==> src/rtl/glitch_scheduler_if.sv <==
// Control/status bundle between the campaign controller and the glitch scheduler.
interface glitch_scheduler_if #(
  parameter int unsigned CNT_W = 16,
  parameter int unsigned NUM_W = 8
);
  logic             arm;
  logic             abort;
  logic             mode;
  logic [CNT_W-1:0] cfg_delay;
  logic [CNT_W-1:0] cfg_width;
  logic [CNT_W-1:0] cfg_gap;
  logic [NUM_W-1:0] cfg_count;
  logic             enable;
  logic             enable_specific;
  logic             busy;
  logic             done;
  logic [NUM_W-1:0] pulse_cnt;

  modport master (
    output arm, abort, mode, cfg_delay, cfg_width, cfg_gap, cfg_count,
    input  enable, enable_specific, busy, done, pulse_cnt
  );

  modport slave (
    input  arm, abort, mode, cfg_delay, cfg_width, cfg_gap, cfg_count,
    output enable, enable_specific, busy, done, pulse_cnt
  );
endinterface

==> src/rtl/glitch_scheduler.sv <==
// Emits a train of cycle-aligned glitch windows (delay, width, gap, count) towards the
// glitch injector; all outputs come straight from flops so the injector sees clean edges.
module glitch_scheduler #(
  parameter int unsigned CNT_W = 16,
  parameter int unsigned NUM_W = 8
) (
  input logic               clk,
  input logic               reset,
  glitch_scheduler_if.slave bus
);

  typedef enum logic [1:0] {StIdle, StDelay, StGlitch, StGap} state_e;

  state_e           state_q;
  logic [CNT_W-1:0] cnt_q;
  logic [CNT_W-1:0] width_q;
  logic [CNT_W-1:0] gap_q;
  logic [NUM_W-1:0] count_q;
  logic [NUM_W-1:0] pulse_cnt_q;
  logic             mode_q;
  logic             enable_q;
  logic             enable_specific_q;
  logic             busy_q;
  logic             done_q;

  logic [CNT_W-1:0] width_eff;
  logic [CNT_W-1:0] gap_eff;
  logic [NUM_W-1:0] pulse_cnt_inc;
  logic             cnt_last;

  // Zero width/gap behave as one cycle so windows never vanish or merge.
  assign width_eff     = (bus.cfg_width == '0) ? CNT_W'(1) : bus.cfg_width;
  assign gap_eff       = (bus.cfg_gap == '0) ? CNT_W'(1) : bus.cfg_gap;
  assign pulse_cnt_inc = pulse_cnt_q + NUM_W'(1);
  assign cnt_last      = (cnt_q == CNT_W'(1));

  always_ff @(posedge clk) begin
    if (!reset) begin
      state_q           <= StIdle;
      cnt_q             <= '0;
      width_q           <= '0;
      gap_q             <= '0;
      count_q           <= '0;
      pulse_cnt_q       <= '0;
      mode_q            <= 1'b0;
      enable_q          <= 1'b0;
      enable_specific_q <= 1'b0;
      busy_q            <= 1'b0;
      done_q            <= 1'b0;
    end else begin
      done_q <= 1'b0;
      if (state_q != StIdle && bus.abort) begin
        // Abort keeps pulse_cnt so software can see how far the train got.
        state_q           <= StIdle;
        enable_q          <= 1'b0;
        enable_specific_q <= 1'b0;
        busy_q            <= 1'b0;
      end else begin
        case (state_q)
          StIdle: begin
            if (bus.arm && !bus.abort) begin
              mode_q      <= bus.mode;
              width_q     <= width_eff;
              gap_q       <= gap_eff;
              count_q     <= bus.cfg_count;
              pulse_cnt_q <= '0;
              if (bus.cfg_count == '0) begin
                done_q <= 1'b1;
              end else if (bus.cfg_delay == '0) begin
                state_q           <= StGlitch;
                cnt_q             <= width_eff;
                enable_q          <= !bus.mode;
                enable_specific_q <= bus.mode;
                busy_q            <= 1'b1;
              end else begin
                state_q <= StDelay;
                cnt_q   <= bus.cfg_delay;
                busy_q  <= 1'b1;
              end
            end
          end
          StDelay, StGap: begin
            if (cnt_last) begin
              state_q           <= StGlitch;
              cnt_q             <= width_q;
              enable_q          <= !mode_q;
              enable_specific_q <= mode_q;
            end else begin
              cnt_q <= cnt_q - CNT_W'(1);
            end
          end
          StGlitch: begin
            if (cnt_last) begin
              pulse_cnt_q       <= pulse_cnt_inc;
              enable_q          <= 1'b0;
              enable_specific_q <= 1'b0;
              if (pulse_cnt_inc == count_q) begin
                state_q <= StIdle;
                busy_q  <= 1'b0;
                done_q  <= 1'b1;
              end else begin
                state_q <= StGap;
                cnt_q   <= gap_q;
              end
            end else begin
              cnt_q <= cnt_q - CNT_W'(1);
            end
          end
          default: begin
            state_q           <= StIdle;
            enable_q          <= 1'b0;
            enable_specific_q <= 1'b0;
            busy_q            <= 1'b0;
          end
        endcase
      end
    end
  end

  assign bus.enable          = enable_q;
  assign bus.enable_specific = enable_specific_q;
  assign bus.busy            = busy_q;
  assign bus.done            = done_q;
  assign bus.pulse_cnt       = pulse_cnt_q;

endmodule

==> src/flat_wrapper.sv <==
// flat-port wrapper written by rule: the top's interface ports become plain ports
module glitch_scheduler_flat 
#(
  parameter int unsigned CNT_W = 16,
  parameter int unsigned NUM_W = 8
)
  (clk, reset, bus_arm, bus_abort, bus_mode, bus_cfg_delay, bus_cfg_width, bus_cfg_gap, bus_cfg_count, bus_enable, bus_enable_specific, bus_busy, bus_done, bus_pulse_cnt);
  glitch_scheduler_if #(.CNT_W(CNT_W), .NUM_W(NUM_W)) bus_i ();
  input logic clk;
  input logic reset;
  input wire logic [$bits(bus_i.arm)-1:0] bus_arm;
  input wire logic [$bits(bus_i.abort)-1:0] bus_abort;
  input wire logic [$bits(bus_i.mode)-1:0] bus_mode;
  input wire logic [$bits(bus_i.cfg_delay)-1:0] bus_cfg_delay;
  input wire logic [$bits(bus_i.cfg_width)-1:0] bus_cfg_width;
  input wire logic [$bits(bus_i.cfg_gap)-1:0] bus_cfg_gap;
  input wire logic [$bits(bus_i.cfg_count)-1:0] bus_cfg_count;
  output wire logic [$bits(bus_i.enable)-1:0] bus_enable;
  output wire logic [$bits(bus_i.enable_specific)-1:0] bus_enable_specific;
  output wire logic [$bits(bus_i.busy)-1:0] bus_busy;
  output wire logic [$bits(bus_i.done)-1:0] bus_done;
  output wire logic [$bits(bus_i.pulse_cnt)-1:0] bus_pulse_cnt;
  assign bus_i.arm = bus_arm;
  assign bus_i.abort = bus_abort;
  assign bus_i.mode = bus_mode;
  assign bus_i.cfg_delay = bus_cfg_delay;
  assign bus_i.cfg_width = bus_cfg_width;
  assign bus_i.cfg_gap = bus_cfg_gap;
  assign bus_i.cfg_count = bus_cfg_count;
  assign bus_enable = bus_i.enable;
  assign bus_enable_specific = bus_i.enable_specific;
  assign bus_busy = bus_i.busy;
  assign bus_done = bus_i.done;
  assign bus_pulse_cnt = bus_i.pulse_cnt;
  glitch_scheduler #(.CNT_W(CNT_W), .NUM_W(NUM_W)) u_core (.clk(clk), .reset(reset), .bus(bus_i));
endmodule
==> config.mk <==
export PLATFORM = sky130hd
export DESIGN_NAME = glitch_scheduler_flat
export DESIGN_NICKNAME = d
export VERILOG_FILES = /design/src/rtl/glitch_scheduler_if.sv /design/src/rtl/glitch_scheduler.sv /design/src/flat_wrapper.sv
export SDC_FILE = /design/constraint.sdc
export NUM_CORES = 1
export LEC_CHECK = 0
export BUFFER_PORTS_ARGS = -buffer_cell sky130_fd_sc_hd__buf_2
export CAP_MARGIN = 20
export CORE_UTILIZATION = 48
export CTS_CLUSTER_SIZE = 40
export DETAILED_ROUTE_END_ITERATION = 10
export GPL_TIMING_DRIVEN = 0
export PLACE_DENSITY_LB_ADDON = 0.1
export SLEW_MARGIN = 20
export SYNTH_ARGS = -nofsm -noshare
export SYNTH_HDL_FRONTEND = slang
export SYNTH_SLANG_ARGS = --single-unit
==> constraint.sdc <==
create_clock -name clk -period 3.13 [get_ports clk]
set_input_delay 0.7825 -clock clk [delete_from_list [all_inputs] [get_ports clk]]
set_output_delay 0.7825 -clock clk [all_outputs]
set_load 0.1 [all_outputs]
# Yosys cells after proc, flatten, opt, wreduce, memory -nomap -nowiden
# Index checks and enable logic that the tools add are counted.
# totals
regBits,71
latch_bits,0
ramBits,0
romBits,0
n_memories,0
# op_classes
n_addsub,2
mul,0
div,0
n_lt_le_gt_ge,0
eq_ne,12
shifts,0
n_mux,40
bitwise_logic,2
n_reduce_logical,20
# op_table
op,count
two-way mux 16 bit,8
logical NOT 16 bit,3
one-hot mux 16 bit (3 select lines),1
two-way mux 1 bit,17
"== test 16 x 1 -> 1 bit, second input constant",1
two-way mux 8 bit,2
one-hot mux 8 bit (2 select lines),1
"subtractor 16 x 1 -> 16 bit, second input constant",1
two-way mux 2 bit,6
AND reduction 4 bit,3
"!= test 2 x 1 -> 1 bit, second input constant",5
AND reduction 5 bit,2
"adder 8 x 1 -> 8 bit, second input constant",1
== test 8 bit,1
logical NOT 8 bit,1
one-hot mux 1 bit (3 select lines),2
one-hot mux 2 bit (3 select lines),1
"== test 2 bit, second input constant",2
one-hot mux 1 bit (2 select lines),2
nonzero test 2 bit,2
OR reduction 2 bit,2
logical NOT 1 bit,3
"!= test 3 bit, second input constant",1
AND reduction 3 bit,1
other kinds (5),7

# Logic depth before layout (Yosys ltp)
# depth
ltp_word,6
mapped_depth,9
depth_no_buf,8

# Worst setup path before layout
# OpenSTA, ideal clock, no wires.
# synth_timing
kind,reg-to-reg
start,"register u_core.pulse_cnt_q[2], in the netlist u_core.bus.pulse_cnt[2]"
end,register u_core.cnt_q[5]
arrival_ns,2.741
required_time_ns,3.011
path_slack_ns,0.270
path_stages_with_launch,8
n_path_buf,1
path_cell_list,dfxtp_1 buf_2 nand3_2 or3_1 a221oi_2 and4_1 nor3_2 o221a_2
# synth_via
elab_chain_cells,4
# synth_lines
element,line,source
"start, declared",glitch_scheduler.sv:19,logic [NUM_W-1:0] pulse_cnt_q;
"start signal, assigned",glitch_scheduler.sv:94,pulse_cnt_q <= pulse_cnt_inc;
adder 8 x 1 -> 8 bit,glitch_scheduler.sv:34,assign pulse_cnt_inc = pulse_cnt_q + NUM_W'(1);
== test 8 bit,glitch_scheduler.sv:97,if (pulse_cnt_inc == count_q) begin
!= test 3 bit (no line),n/a,
AND reduction 4 bit (no line),n/a,
"end signal, assigned",glitch_scheduler.sv:89,cnt_q <= cnt_q - CNT_W'(1);
"end signal, assigned",glitch_scheduler.sv:103,cnt_q <= gap_q;
"end signal, assigned",glitch_scheduler.sv:106,cnt_q <= cnt_q - CNT_W'(1);
"end, declared",glitch_scheduler.sv:15,logic [CNT_W-1:0] cnt_q;
# No other way between the ends.
# A chain may end at the register's enable or synchronous reset.

# Worst setup path in the final report
# layout_timing
start,input port bus_cfg_delay[0]
end,register u_core.cnt_q[12]
# layout_via
elab_chain_cells,5
# layout_lines
element,line,source
"start, declared",flat_wrapper.sv:14,input wire logic [$bits(bus_i.cfg_delay)-1:0] bus_cfg_delay;
logical NOT 16 bit,glitch_scheduler.sv:69,end else if (bus.cfg_delay == '0) begin
two-way mux 16 bit,glitch_scheduler.sv:69,
two-way mux 16 bit,glitch_scheduler.sv:67,if (bus.cfg_count == '0) begin
two-way mux 16 bit,glitch_scheduler.sv:61,if (bus.arm && !bus.abort) begin
one-hot mux 16 bit (3 select lines),glitch_scheduler.sv:59,case (state_q)
"end signal, assigned",glitch_scheduler.sv:71,cnt_q <= width_eff;
"end signal, assigned",glitch_scheduler.sv:77,cnt_q <= bus.cfg_delay;
"end signal, assigned",glitch_scheduler.sv:85,cnt_q <= width_q;
# No other way between the ends. The select of a mux whose other input is x is not followed.

==> flow_metrics.py <==
metrics = {
    "sta": {
        "setup_violations": 0,
        "clock.fmax_mhz": 371,
        "rsz0062_at_grt": "no",
        "slew_violations": 0,
        "hold_viol_final": 0,
        "skew_ns": 0.00890,
        "period_needed_ns": 2.69,
        "fin_setup_tns_ns": 0,
        "min_period_over_period_pct": 86.0,
        "slew_headroom_pct": 35.7,
        "max_slew.worst_pin.slew_ns": 0.963,
        "whs_ns": 0.456,
    },
    "yosys": {
        "synth_mux_area_share_pct": 1.77,
        "synth_top_flop_cell": "dfxtp_1",
        "syn-num-nets": 602,
        "synth_cell_types": 64,
        "synth-edff-count": 0,
        "syn_area_per_cell_um2": 7.51,
        "netlist_instances": 538,
        "synth-seq-cells": 71,
        "synth-adder-area-share_pct": 0.929,
        "synth-seq-area-share_pct": 35.2,
        "async_reset_ff_share_pct": 0,
        "synth_compound_area_share_pct": 25.2,
        "synth_xor_area_share_pct": 3.69,
        "yosys.area_share.simple_pct": 28.4,
        "synth_top_family_by_area": "simple AND/OR/NAND/NOR gates",
        "yosysWarnings": 0,
        "syn-cell-area_um2": 4040,
    },
    "clock_network": {
        "htree_levels": 3,
        "numCtsBuffers": 9,
        "cts_tree": "yes",
        "cts.repair.resized": 0,
        "clock_path_buffers": 2,
        "post_cts_buffers": 0,
        "worstSkewPairLatency_ns": 0.35,
        "root_buffer": "clkbuf_8",
        "clk_pin_slew_ns": 0.08,
        "clock_sinks": 71,
        "cts_hold_buf": 0,
    },
    "routing": {
        "dr.first_iter.drc_count": 430,
        "via_per_inst": 6.17,
        "wl_per_cell_um": 18.6,
        "drt_pass1_iterations": 9,
        "drcViolationCount": 2,
        "vias": 4495,
        "drt_wl_total_um": 13600,
        "detail-route-antenna-nets": 0,
    },
    "place": {
        "io_buffers": 70,
        "place_congestion": 0.944,
        "hpwl_um": 10300,
    },
    "power_and_ir_drop": {
        "p_sw_uw": 744,
        "ir_drop_v": 0.000303,
        "seqPwrFrac_pct": 44.4,
        "leakage_nw": 1.77,
        "comb_power_share_pct": 22.2,
        "p_per_area_nw_per_um2": 473,
        "power.internal_mw": 1.49,
        "clockPowerShare_pct": 33.4,
        "p_sw_share_pct": 33.3,
    },
    "setup_path": {
        "critPathCaptureType": "flip-flop",
        "cp_slowest_cell": "clkbuf_1",
        "critical_path_buf_inv_count": 3,
        "worstPathMaxFanout": 10,
        "crit_family": "buffers and inverters",
        "worstPathRequired_ns": 3.41,
        "critPathKind": "input port to flip-flop",
        "path_common_cell": "clkbuf_1",
        "crit_arrival_ns": 2.97,
        "start_kind": "input port",
        "cp_slowest_stage_delay_ns": 0.44,
        "path_cells": "buf_2 -> nor4_1 -> and4_1 -> clkbuf_1 -> clkbuf_1 -> a21oi_1 -> nor2_1 -> o21ai_0 -> mux2i_1",
    },
    "floorplan": {
        "ioPinCount": 73,
        "num_rows": 33,
        "coreArea_um2": 8180,
        "die_h_um": 93.7,
        "initial_core_util_pct": 49.4,
        "die_w_um": 93.7,
        "dieArea_um2": 8790,
    },
    "global_route": {
        "grt_max_degree": 14,
        "grt.overflow.total": 0,
        "track_usage_pct": 32.2,
        "grt_pass1_wl_um": 21500,
        "grt_antenna_before_repair": 0,
        "first_global_vias": 3971,
    },
    "cells_and_area": {
        "drive_gt1_share_pct": 17.9,
        "syn_to_final_growth_pct": 16.8,
        "nets": 683,
        "antennaDiodeCount": 0,
        "post-route-util_pct": 57.7,
    },
    "flow_run": {
        "cap_viol_max_count": 0,
    },
    "outcome": {
        "status": "finished with violations",
        "violations": "DRC",
    },
    "hold_path": {
        "hp-class": "flip-flop to flip-flop",
    },
}
==> path summary, 6_finish.rpt <==
kind	slack, ns	endpoint	cells after the start	start
worst max-delay path	0.44	u_core.cnt_q[12]	9	bus_cfg_delay[0]
worst min-delay path	0.46	u_core.gap_q[5]	2	u_core.gap_q[5]
worst min register to register	0.46	u_core.gap_q[5]	2	u_core.gap_q[5]
worst max register to register	0.49	u_core.cnt_q[0]	7	u_core.cnt_q[0]
==> synth_stat cells, types with 3 or more instances <==
cell / instances / area (um2)
nand4_1: 5 / 31.3
nand3_1: 12 / 60.1
xnor2_1: 9 / 78.8
nor2_1: 25 / 93.8
a31oi_1: 6 / 37.5
o31ai_1: 6 / 45.0
inv_1: 4 / 15.0
buf_2: 6 / 30.0
nand3b_1: 4 / 30.0
xor2_1: 8 / 70.1
o22ai_1: 7 / 43.8
a211oi_1: 13 / 97.6
nor4_1: 17 / 106
o21ai_0: 23 / 115
a32o_1: 3 / 30.0
dfxtp_1: 71 / 1420
or3_1: 8 / 50.1
ha_1: 3 / 37.5
nand2b_1: 4 / 25.0
o221ai_1: 4 / 35.0
and3_1: 4 / 25.0
a21oi_1: 73 / 365
or4_1: 3 / 22.5
nor3_2: 3 / 30.0
nand4b_1: 3 / 26.3
nor3_1: 17 / 85.1
mux2i_1: 6 / 60.1
nand2_1: 111 / 417
clkbuf_1: 30 / 113
==> area by class of cell <==
type / count / area, um2
multi-input cells: 422 / 2420
flip-flops and latches: 71 / 1420
repair buffers: 70 / 350
plain buffers: 41 / 179
clock buffers: 9 / 124
inverters: 4 / 15.0
well taps: 105 / 131
fillers: 801 / 3460
clock inverters: 7 / 72.6
==> logic make-up (layout without fill, tap and decap cells) <==
kind of cell    count (synthesis)  after routing
flops                          71             71
mux                             7              7
xor+xnor                       17             17
buf+inv                        45            131
simple gates                  232            232
fa+ha+maj                       3              3
compound gates                163            163
==> state kept, by name (all words and copies together) (netlist names) <==
signal,cells
u_core.width_q,16
u_core.gap_q,16
u_core.state_q,2
u_core.bus.done,1
u_core.bus.pulse_cnt,8
u_core.mode_q,1
u_core.count_q,8
u_core.cnt_q,16
u_core.bus.enable_specific,1
u_core.bus.busy,1
u_core.bus.enable,1
==> routing by layer <==
metal | vias up | part of all wire, % | GRT usage (%)
met4 | 0 | 2.6 | 12.3
met1 | 2068 | 45 | 47.2
met3 | 35 | 9.9 | 5.34
met5 | - | 0 | 0
li1 | 2121 | - | -
met2 | 271 | 42 | 46.6
==> power groups by stage <==
stage                     Combinational (mW)  Sequential [mW]  Clock, mW
final                                  0.495            0.992      0.746
after detailed placement               0.476             1.01          0
after CTS                              0.480            0.990      0.749
after global placement                 0.474             1.01          0
after floorplan                        0.311             1.01          0
after global routing                   0.534            0.998      0.801
==> layout by cell type, fill, tap and decap left out, types with 3 or more instances in the layout <==
cell type / count
nand2_1: 111
buf_2: 76
a21oi_1: 73
dfxtp_1: 71
clkbuf_1: 30
nor2_1: 25
o21ai_0: 23
nor4_1: 17
nor3_1: 17
a211oi_1: 13
nand3_1: 12
xnor2_1: 9
clkbuf_8: 9
or3_1: 8
xor2_1: 8
o22ai_1: 7
a31oi_1: 6
o31ai_1: 6
mux2i_1: 6
nand4_1: 5
inv_1: 4
nand3b_1: 4
and3_1: 4
nand2b_1: 4
o221ai_1: 4
nor3_2: 3
nand4b_1: 3
or4_1: 3
a32o_1: 3
ha_1: 3
==> metrics by stage <==
| step | setup WS [ns] | power [mW] | cells | instance area, um2 |
|---|---|---|---|---|
| finish | 0.437 | 2.23 | 729 | 4720 |
| global route | 0.339 | 2.33 | 729 | 4720 |
| CTS | 0.486 | 2.22 | 729 | 4720 |
| detailed placement | 0.139 | 1.49 | 713 | 4520 |
| global placement | 0.0798 | 1.48 | 713 | 4520 |
| floorplan | 0.270 | 1.32 | 538 | 4040 |
==> tightest hold or removal path, stage by stage, from the launching register on <==
cell and delay (ns):
dfxtp_1 0.31, nand2_1 0.05, a21oi_1 0.05
Power figures use the tool's default switching activity.
